==> config.mk <==
export PLATFORM = sky130hd
export DESIGN_NAME = pid_gain_sequencer
export DESIGN_NICKNAME = d
export VERILOG_FILES = /design/src/rtl/pid_gain_sequencer.sv
export SDC_FILE = /design/constraint.sdc
export NUM_CORES = 1
export LEC_CHECK = 0
export BUFFER_PORTS_ARGS = -buffer_cell sky130_fd_sc_hd__clkbuf_2
export CAP_MARGIN = 20
export CELL_PAD_IN_SITES_DETAIL_PLACEMENT = 1
export CELL_PAD_IN_SITES_GLOBAL_PLACEMENT = 2
export CORE_MARGIN = 5
export CORE_UTILIZATION = 29
export CTS_CLUSTER_SIZE = 16
export DETAILED_ROUTE_END_ITERATION = 12
export HOLD_SLACK_MARGIN = 0.1
export PLACE_DENSITY_LB_ADDON = 0.1
export SLEW_MARGIN = 40
export SYNTH_ARGS = -nofsm -noshare
export SYNTH_HDL_FRONTEND = slang
export SYNTH_SLANG_ARGS = --single-unit
==> constraint.sdc <==
create_clock -name clk -period 2 [get_ports clk]
set_input_delay 0.4 -clock clk [delete_from_list [all_inputs] [get_ports clk]]
set_output_delay 0.4 -clock clk [all_outputs]
set_load 0.02 [all_outputs]
==> src/rtl/pid_gain_sequencer.sv <==
// pid_gain_sequencer: holds the PID controller in reset, streams
// the Kp/Ki/Kd gain codes on its setpoint bus, then hands over.
module pid_gain_sequencer #(
    parameter int          RST_CYCLES    = 2,
    parameter logic [11:0] DEFAULT_GAINS = 12'h000
) (
    input  logic        clk,
    input  logic        rst,
    input  logic        cfg_valid,
    output logic        cfg_ready,
    input  logic [11:0] cfg_data,
    input  logic [7:0]  user_setpoint,
    output logic        pid_rst_n,
    output logic [7:0]  pid_setpoint,
    output logic        busy,
    output logic        fetch_done
);

    typedef enum logic [2:0] {
        HOLD,
        KP,
        KI,
        KD,
        RUN
    } state_t;

    localparam logic [3:0] CNT_LAST = 4'(RST_CYCLES - 1);

    state_t      state;
    state_t      state_nx;
    logic [3:0]  cnt;
    logic [3:0]  cnt_nx;
    logic [3:0]  kp;
    logic [3:0]  ki;
    logic [3:0]  kd;
    logic        wr_acc;
    logic        rst_n_nx;
    logic [7:0]  sp_nx;
    logic        busy_nx;
    logic        done_nx;

    // Ready depends only on the state flop.
    assign cfg_ready = (state == RUN);
    assign wr_acc    = cfg_valid && cfg_ready;

    // Gain registers: defaults on reset, replaced by an accepted write.
    always_ff @(posedge clk) begin
        if (rst) begin
            kp <= DEFAULT_GAINS[3:0];
            ki <= DEFAULT_GAINS[7:4];
            kd <= DEFAULT_GAINS[11:8];
        end else if (wr_acc) begin
            kp <= cfg_data[3:0];
            ki <= cfg_data[7:4];
            kd <= cfg_data[11:8];
        end
    end

    // Next state and next (registered) output values.
    always_comb begin
        state_nx = state;
        cnt_nx   = cnt;
        rst_n_nx = 1'b1;
        sp_nx    = 8'h00;
        busy_nx  = 1'b1;
        done_nx  = 1'b0;

        unique case (state)
            HOLD: begin
                if (cnt == CNT_LAST) begin
                    state_nx = KP;
                    cnt_nx   = 4'd0;
                end else begin
                    cnt_nx = cnt + 4'd1;
                end
            end
            KP:  state_nx = KI;
            KI:  state_nx = KD;
            KD:  state_nx = RUN;
            RUN: begin
                if (wr_acc) begin
                    state_nx = HOLD;
                    cnt_nx   = 4'd0;
                end
            end
            default: begin
                state_nx = HOLD;
                cnt_nx   = 4'd0;
            end
        endcase

        unique case (state_nx)
            HOLD: rst_n_nx = 1'b0;
            KP:   sp_nx    = {4'h0, kp};
            KI:   sp_nx    = {4'h0, ki};
            KD:   sp_nx    = {4'h0, kd};
            RUN: begin
                sp_nx   = user_setpoint;
                busy_nx = 1'b0;
                done_nx = (state == KD);
            end
            default: rst_n_nx = 1'b0;
        endcase
    end

    // State, counter and output flops.
    always_ff @(posedge clk) begin
        if (rst) begin
            state        <= HOLD;
            cnt          <= 4'd0;
            pid_rst_n    <= 1'b0;
            pid_setpoint <= 8'h00;
            busy         <= 1'b1;
            fetch_done   <= 1'b0;
        end else begin
            state        <= state_nx;
            cnt          <= cnt_nx;
            pid_rst_n    <= rst_n_nx;
            pid_setpoint <= sp_nx;
            busy         <= busy_nx;
            fetch_done   <= done_nx;
        end
    end

endmodule

# After elaboration in Yosys (flattened, before gate mapping)

Index checks and enable logic that the tools add are counted.

Output and inout bits: 12
Bits of input ports: 23
Bits in registers: 30
Word-level logic and storage cells: 37

Equal/unequal tests: 10
Add/sub/neg operators: 1
Reductions and logical operators: 6
Bitwise operators: 2
Mux-type cells: 9

Operators by type and width:

| cell                                                                    | count |
|---|---|
| 8-bit one-hot mux with 4 select lines                                   | 1 |
| 3-bit one-hot mux with 5 select lines                                   | 1 |
| 3-bit by 2-bit equality test with 1-bit output, second input constant   | 4 |
| 4-bit one-hot mux with 3 select lines                                   | 1 |
| 4-bit 2-to-1 mux                                                        | 2 |
| 3-bit by 1-bit equality test with 1-bit output, second input constant   | 2 |
| 3-bit equality test, second input constant                              | 2 |
| 3-bit 2-to-1 mux                                                        | 2 |
| 4-bit by 1-bit adder with 4-bit output, second input constant           | 1 |
| 4-bit by 1-bit equality test with 1-bit output, second input constant   | 1 |
| 4-bit OR reduction                                                      | 1 |
| 3-bit zero test                                                         | 1 |
| 3-bit OR reduction                                                      | 1 |
| 1-bit 2-to-1 mux                                                        | 2 |
| 2-bit by 1-bit inequality test with 1-bit output, second input constant | 1 |
| 1-bit NOT                                                               | 2 |
| 2-bit AND reduction                                                     | 1 |
| 2-bit OR reduction                                                      | 1 |
| 1-bit logical AND                                                       | 1 |

# Longest topological paths before layout

Gate-level depths: netlist of run 1.

Word-level depth: 7
Gate-level depth with buffers: 5
Depth with buffers taken out: 5

# Least setup slack after synthesis of run 1

Ideal clock, no wire load.

Kind: reg2out
Start: reg state[2]
End: out cfg_ready
Arrival: 1.232 ns
Path slack: 0.368 ns
Cell stages (with the launch flop): 4
Required time: 1.600 ns
Buffers on the path: 1
Cell sequence: dfxtp_1 -> buf_2 -> inv_1 -> nor3_1

Cells in the longest elaborated chain, start to end: 1

RTL lines:

| item                   | RTL line | source |
|---|---|---|
| from (decl)            | 29       | `state_t state;` |
| from (signal assigned) | 116      | `state <= state_nx;` |
| 3-bit equality test    | 43       | `assign cfg_ready = (state == RUN);` |
| to (decl)              | 10       | `output logic cfg_ready,` |

Every way passes these cells.

# Worst setup path in the final report of run 1

Ends and elaborated chain as after synthesis.

==> run_results.csv, run 1 <==
group,metric,value,unit
sta,timing.final.crit_period,1.86,ns
sta,setup_tns,0,ns
hold_path,hold_class,"in -> reg",
critical_path,cp.arrival,1.46,ns
clock_tree,cts_tree,"built",
die,io-pin-count,35,
die,fp.dieH,76.1,um
clock_tree,cts_made_buffers,5,
sta,tightest_slew,0.657,ns
power,irDropWorstVdd,0.419,mV
logic_synthesis,synthTopCellsByArea,"dfxtp_1, nand2_1, a21oi_1, a31oi_1, nor4bb_1",
logic_synthesis,synth_ff_type,"dfxtp_1",
final_layout,nNetsFinal,201,
grt,grt_pass1_wl,5.65,mm
critical_path,cp_slowest_stage_delay,0.58,ns
final_layout,fillerInstances,533,
sta,fin_crit_sh,0.932,
route,antenna_left,0,
die,core_area,0.00429,mm^2
power,p_leak,0.000597,uW
sta,clock.fmax,0.537,GHz
critical_path,cp.buffers_inverters,2,
logic_synthesis,syn_area_per_cell,8.93,um^2
placement,gp_congestion,0.742,
clock_tree,cts_buffer_depth,2,
route,vias,1103,
die,die_w,76.1,um
route,finalWirelength,3.27,mm
critical_path,worstSetupStartpointType,"flop",
logic_synthesis,synth_common_cells,"dfxtp_1, nand2_1, a21oi_1",
grt,antenna_found_initial,0,
critical_path,worstPathMaxFanout,12,
critical_path,cp-end-kind,"primary output",
power,p_per_area,1070,mW/mm^2
placement,dpl.hpwl,2.46,mm
grt,grt_pass1_vias,1177,
logic_synthesis,synth_nets,167,
clock_tree,clk_pin_slew,0.07,ns
clock_tree,cts-resized-gates,0,
grt,overflow,0,
logic_synthesis,yosysMostFrequentCell,"dfxtp_1",
route,wl_per_cell,14.3,um
clock_tree,clk_latency,0.28,ns
final_layout,antenna_cells,0,
sta,setup_viol,0,
run,max_cap_viol_count,0,
die,dieArea,0.00579,mm^2
logic_synthesis,yosysTopAreaCellShare,0.474,
logic_synthesis,synth_area,0.00127,mm^2
logic_synthesis,synthArstFlopShare,0,
critical_path,cpMaxStageDelayCell,"dfxtp_1",
sta,fin_skew,0.00596,ns
sta,rsz0062_at_grt,"false",
sta,slew_headroom,0.562,
grt,grt_max_degree,20,
final_layout,drive_above_1_share,0.282,
die,rows,24,
critical_path,crit_type,"reg -> out",
logic_synthesis,yosysWarnings,0,
logic_synthesis,yosysUniqueCellTypes,30,
sta,final-max-slew-violation-count,0,
run_status,outcome,"completed",
route,drc_errors,0,
final_layout,area_delta_synth_final,23.7,%
critical_path,crit_required,1.60,ns
clock_tree,post-cts-setup-buffer-count,0,
route,drtIter0Drc,62,
grt,grt_usage,0.119,
critical_path,path_cells,"inv_1, nor3_1, clkbuf_2",
logic_synthesis,synth_seq_cells,30,
die,start_util,0.295,
clock_tree,cts_sinks,30,
placement,port_buffers,34,
logic_synthesis,synthCells,142,
sta,final_hold_viol_count,0,
logic_synthesis,synth_edf_count,0,
critical_path,r2r_setup_slack,0.38,ns
clock_tree,cts_hold_buf,0,
critical_path,critPathTopFamily,"flip-flops",
logic_synthesis,yosys.area.top_type,"dfxtp_1",
clock_tree,cts-root-buf,"clkbuf_8",
logic_synthesis,seq_area_frac_synth,0.474,
route,dr.pass1.iters,4,
route,via_per_inst,4.82,
final_layout,final_util,0.365,
clock_tree,htreeDepth,2,
-- final cells by class --
type                    instances  area [um^2]  share of cell area
inverters                       6         22.5              0.0144
multi-input cells              97          603               0.385
clock inverters                 1         5.00             0.00319
flip-flops and latches         30          601               0.383
clock buffers                   7         86.3              0.0551
repair buffers                 36          185               0.118
well taps                      52         65.1              0.0415
-- worst paths after layout --
path	startpoint	to	cells past startpoint
max reg2reg	state[1]	pid_setpoint[5]	3
min	user_setpoint[7]	pid_setpoint[7]	2
min reg2reg	ki[3]	ki[3]	2
max	state[2]	cfg_ready	3
-- stage by stage --
stage / total power [uW] / hold slack (ns) / std cells / worst slack, ns / area (um^2)
after global placement: 1180 / 0.442 / 221 / 0.450 / 1480
final: 1680 / 0.320 / 229 / 0.136 / 1570
after global routing: 1790 / 0.318 / 229 / 0.0302 / 1570
after floorplan: 1090 / 0.431 / 142 / 0.368 / 1270
after CTS: 1710 / 0.318 / 229 / 0.136 / 1570
after detailed placement: 1200 / 0.453 / 221 / 0.393 / 1480
-- cell usage in the layout, fill, tap and decap left out, types with 2 or more instances in the layout --
cell / n
a31oi_1: 10
ha_1: 2
dfxtp_1: 30
inv_1: 6
o21ai_0: 8
a21oi_1: 14
clkbuf_8: 6
buf_4: 2
and2_1: 4
nor4bb_1: 4
nor3_1: 4
nor2b_1: 2
nand2_1: 26
nand3b_1: 3
nand3_1: 5
clkbuf_2: 34
-- power by group --
part           internal, uW  leakage, uW  switching (uW)
logic                   184     0.000307             211
registers               658     0.000243             122
clock network           277    0.0000482             227
-- cell families after synthesis --
| kind of cell | share of synthesized area |
|---|---|
| buf+inv | 0.0503 |
| mux | 0.00790 |
| compound gates | 0.172 |
| simple gates | 0.269 |
| xor+xnor | 0.00691 |
| flops | 0.474 |
| fa+ha+maj | 0.0197 |
-- routing by layer --
metal  up-vias  track usage  wire (um)
met5         -            0          0
met4         0       0.0420         33
met3         4       0.0402        114
met2        20        0.205       1660
met1       511        0.137       1470
li1        568            -          -
-- worst reg2reg max path, cell delays in order (launching register included) --
cell,delay (ns)
dfxtp_1,0.52
nor4b_4,0.62
o21a_1,0.27
and2_1,0.16
-- registers in the layout, summed over array words and instances (netlist names) --
signal and flops:
pid_rst_n 1, kd 4, fetch_done 1, kp 4
pid_setpoint 8, busy 1, ki 4, cnt 4
state 3
Note: power is estimated with default switching activity, not from simulation.
==> inputs of run 2 (changes only) <==
--- a/config.mk
+++ b/config.mk
@@ -9,7 +9,6 @@
 export CAP_MARGIN = 20
 export CELL_PAD_IN_SITES_DETAIL_PLACEMENT = 1
 export CELL_PAD_IN_SITES_GLOBAL_PLACEMENT = 2
-export CORE_MARGIN = 5
 export CORE_UTILIZATION = 29
 export CTS_CLUSTER_SIZE = 16
 export DETAILED_ROUTE_END_ITERATION = 12
==> run 2 against run 1 <==
  * Setup slack better by 0.099 ns
  * Flip-flop and latch count stayed put
  * Non-clock buffer count stayed put
  * Cell count is 0.87% lower
  * Sequential power hardly changed
  * Via count is 0.27% higher
  * Die area is 20% lower
  * Core utilization is 2.2 points higher
  * Largest power group unchanged
==> run_results.csv, run 2 (synthesis gave the netlist of run 1 again) <==
group,metric,value,unit
critical_path,cp-end-kind,"primary output",
clock_tree,cts-root-buf,"clkbuf_8",
final_layout,layout_common_cells,"clkbuf_2, dfxtp_1, nand2_1, a21oi_1, a31oi_1",
placement,port_buffers,34,
critical_path,cp.arrival,1.37,ns
grt,top_usage_layer,"met2",
final_layout,largest-register,"pid_setpoint",
grt,grt_max_degree,20,
route,wl_per_cell,13.8,um
die,rows,23,
grt,antenna_found_initial,0,
die,dieArea,0.00464,mm^2
grt,use_met2,0.245,
sta,tightest_slew,0.639,ns
critical_path,crit_end,"cfg_ready",
sta,slew_headroom,0.574,
route,vias,1106,
final_layout,nNetsFinal,201,
critical_path,r2r_cells,3,
grt,grt_pass1_vias,1103,
final_layout,largest_reg_flops,8,
critical_path,worstPathMaxFanout,17,
clock_tree,clk_latency,0.28,ns
placement,place_ws,0.413,ns
grt,use_met3,0.0517,
final_layout,fillerInstances,502,
die,core_area,0.00409,mm^2
placement,gp_congestion,0.663,
die,io-pin-count,35,
clock_tree,cts_tree,"built",
hold_path,hold_class,"in -> reg",
critical_path,timing.rr.start,"state[1]",
clock_tree,cts_made_buffers,5,
route,antenna_left,0,
clock_tree,post-cts-setup-buffer-count,0,
placement,place_inst,219,
final_layout,antenna_cells,0,
critical_path,r2r_setup_slack,0.40,ns
die,start_util,0.310,
sta,fin_skew,0.00627,ns
sta,setup_tns,0,ns
critical_path,worstSetupStartpointType,"flop",
clock_tree,cts_buffer_depth,2,
sta,fin_crit_sh,0.883,
critical_path,cp_slowest_stage_delay,0.31,ns
route,via_per_inst,4.87,
sta,clock.fmax,0.567,GHz
power,irDropWorstVdd,0.341,mV
route,finalWirelength,3.13,mm
sta,setup_viol,0,
sta,rsz0062_at_grt,"false",
route,dr.pass1.iters,4,
placement,dpl.hpwl,2.29,mm
die,fp.dieH,68.1,um
clock_tree,cts_sinks,30,
die,die_w,68.1,um
power,p_leak,0.000607,uW
final_layout,final_cells,227,
grt,use_met1,0.198,
route,drc_errors,0,
clock_tree,cts_hold_buf,0,
run,max_cap_viol_count,0,
final_layout,area_delta_synth_final,24.9,%
critical_path,crit_type,"reg -> out",
sta,timing.final.crit_period,1.77,ns
critical_path,timing.rr.end,"pid_setpoint[1]",
grt,overflow,0,
final_layout,final_util,0.387,
grt,grt_pass1_wl,5.28,mm
sta,final_hold_viol_count,0,
clock_tree,cts-resized-gates,0,
power,p_per_area,1120,mW/mm^2
power,power,1780,uW
run_status,outcome,"completed",
final_layout,drive_above_1_share,0.288,
sta,final-max-slew-violation-count,0,
critical_path,critical_path.startpoint,"state[2]",
final_layout,final_common_cell,"clkbuf_2",
critical_path,crit_required,1.60,ns
sta,layout_setup_ws,0.235,ns
route,drtIter0Drc,42,
clock_tree,clk_pin_slew,0.07,ns
critical_path,cpMaxStageDelayCell,"dfxtp_1",
clock_tree,htreeDepth,2,
critical_path,path_cells,"buf_4, inv_1, nor3_1, clkbuf_2",
grt,grt_usage,0.158,
run 2: cell types whose count changed in the layout (fill, tap and decap cells not counted):
| cell | previous run | this run |
|---|---|---|
| clkbuf_1 | 1 | 0 |
| clkinv_2 | 1 | 2 |
| clkbuf_8 | 6 | 5 |
| bufinv_16 | 0 | 1 |
run 2: per-stage QoR:
step / instance area (um^2) / hold WS [ns]
after global routing: 1580 / 0.304
after floorplan: 1270 / 0.431
after global placement: 1470 / 0.447
after detailed placement: 1470 / 0.449
after CTS: 1580 / 0.311
final: 1580 / 0.318
run 2: worst min path at each step:
stage                                 from         endpoint  slack, ns  depth (start not counted)
after floorplan                      ki[0]            ki[0]       0.43                          2
after global placement               ki[1]            ki[1]       0.45                          2
after detailed placement             ki[1]            ki[1]       0.45                          2
after CTS                 user_setpoint[7]  pid_setpoint[7]       0.31                          2
after global routing      user_setpoint[7]  pid_setpoint[7]       0.30                          2
final                     user_setpoint[7]  pid_setpoint[7]       0.32                          2
run 2: layout make-up:
type | instances | area [um^2] | share of cell area
multi-input combinational | 97 | 603 | 0.381
sequential | 30 | 601 | 0.379
timing repair buffer | 36 | 185 | 0.117
clock buffer | 5 | 68.8 | 0.0435
tap | 50 | 62.6 | 0.0395
clock inverter | 3 | 40.0 | 0.0253
inverter | 6 | 22.5 | 0.0142
run 2: power breakdown:
group	total, uW	internal, uW	switching (uW)
logic	397	185	212
clock network	601	366	235
registers	777	658	119
run 2: critical path: cells and delay by family, from the launching register on:
kind | cells | cell delay, ns
buffers and inverters | 3 | 0.55
AND/OR/NAND/NOR | 1 | 0.22
flip-flops | 1 | 0.31
run 2: per-layer routing:
metal  vias to the layer above  part of all wire
met3                         5             0.057
li1                        570                 -
met1                       500              0.48
met2                        31              0.45
met5                         -                 0
met4                         0             0.012
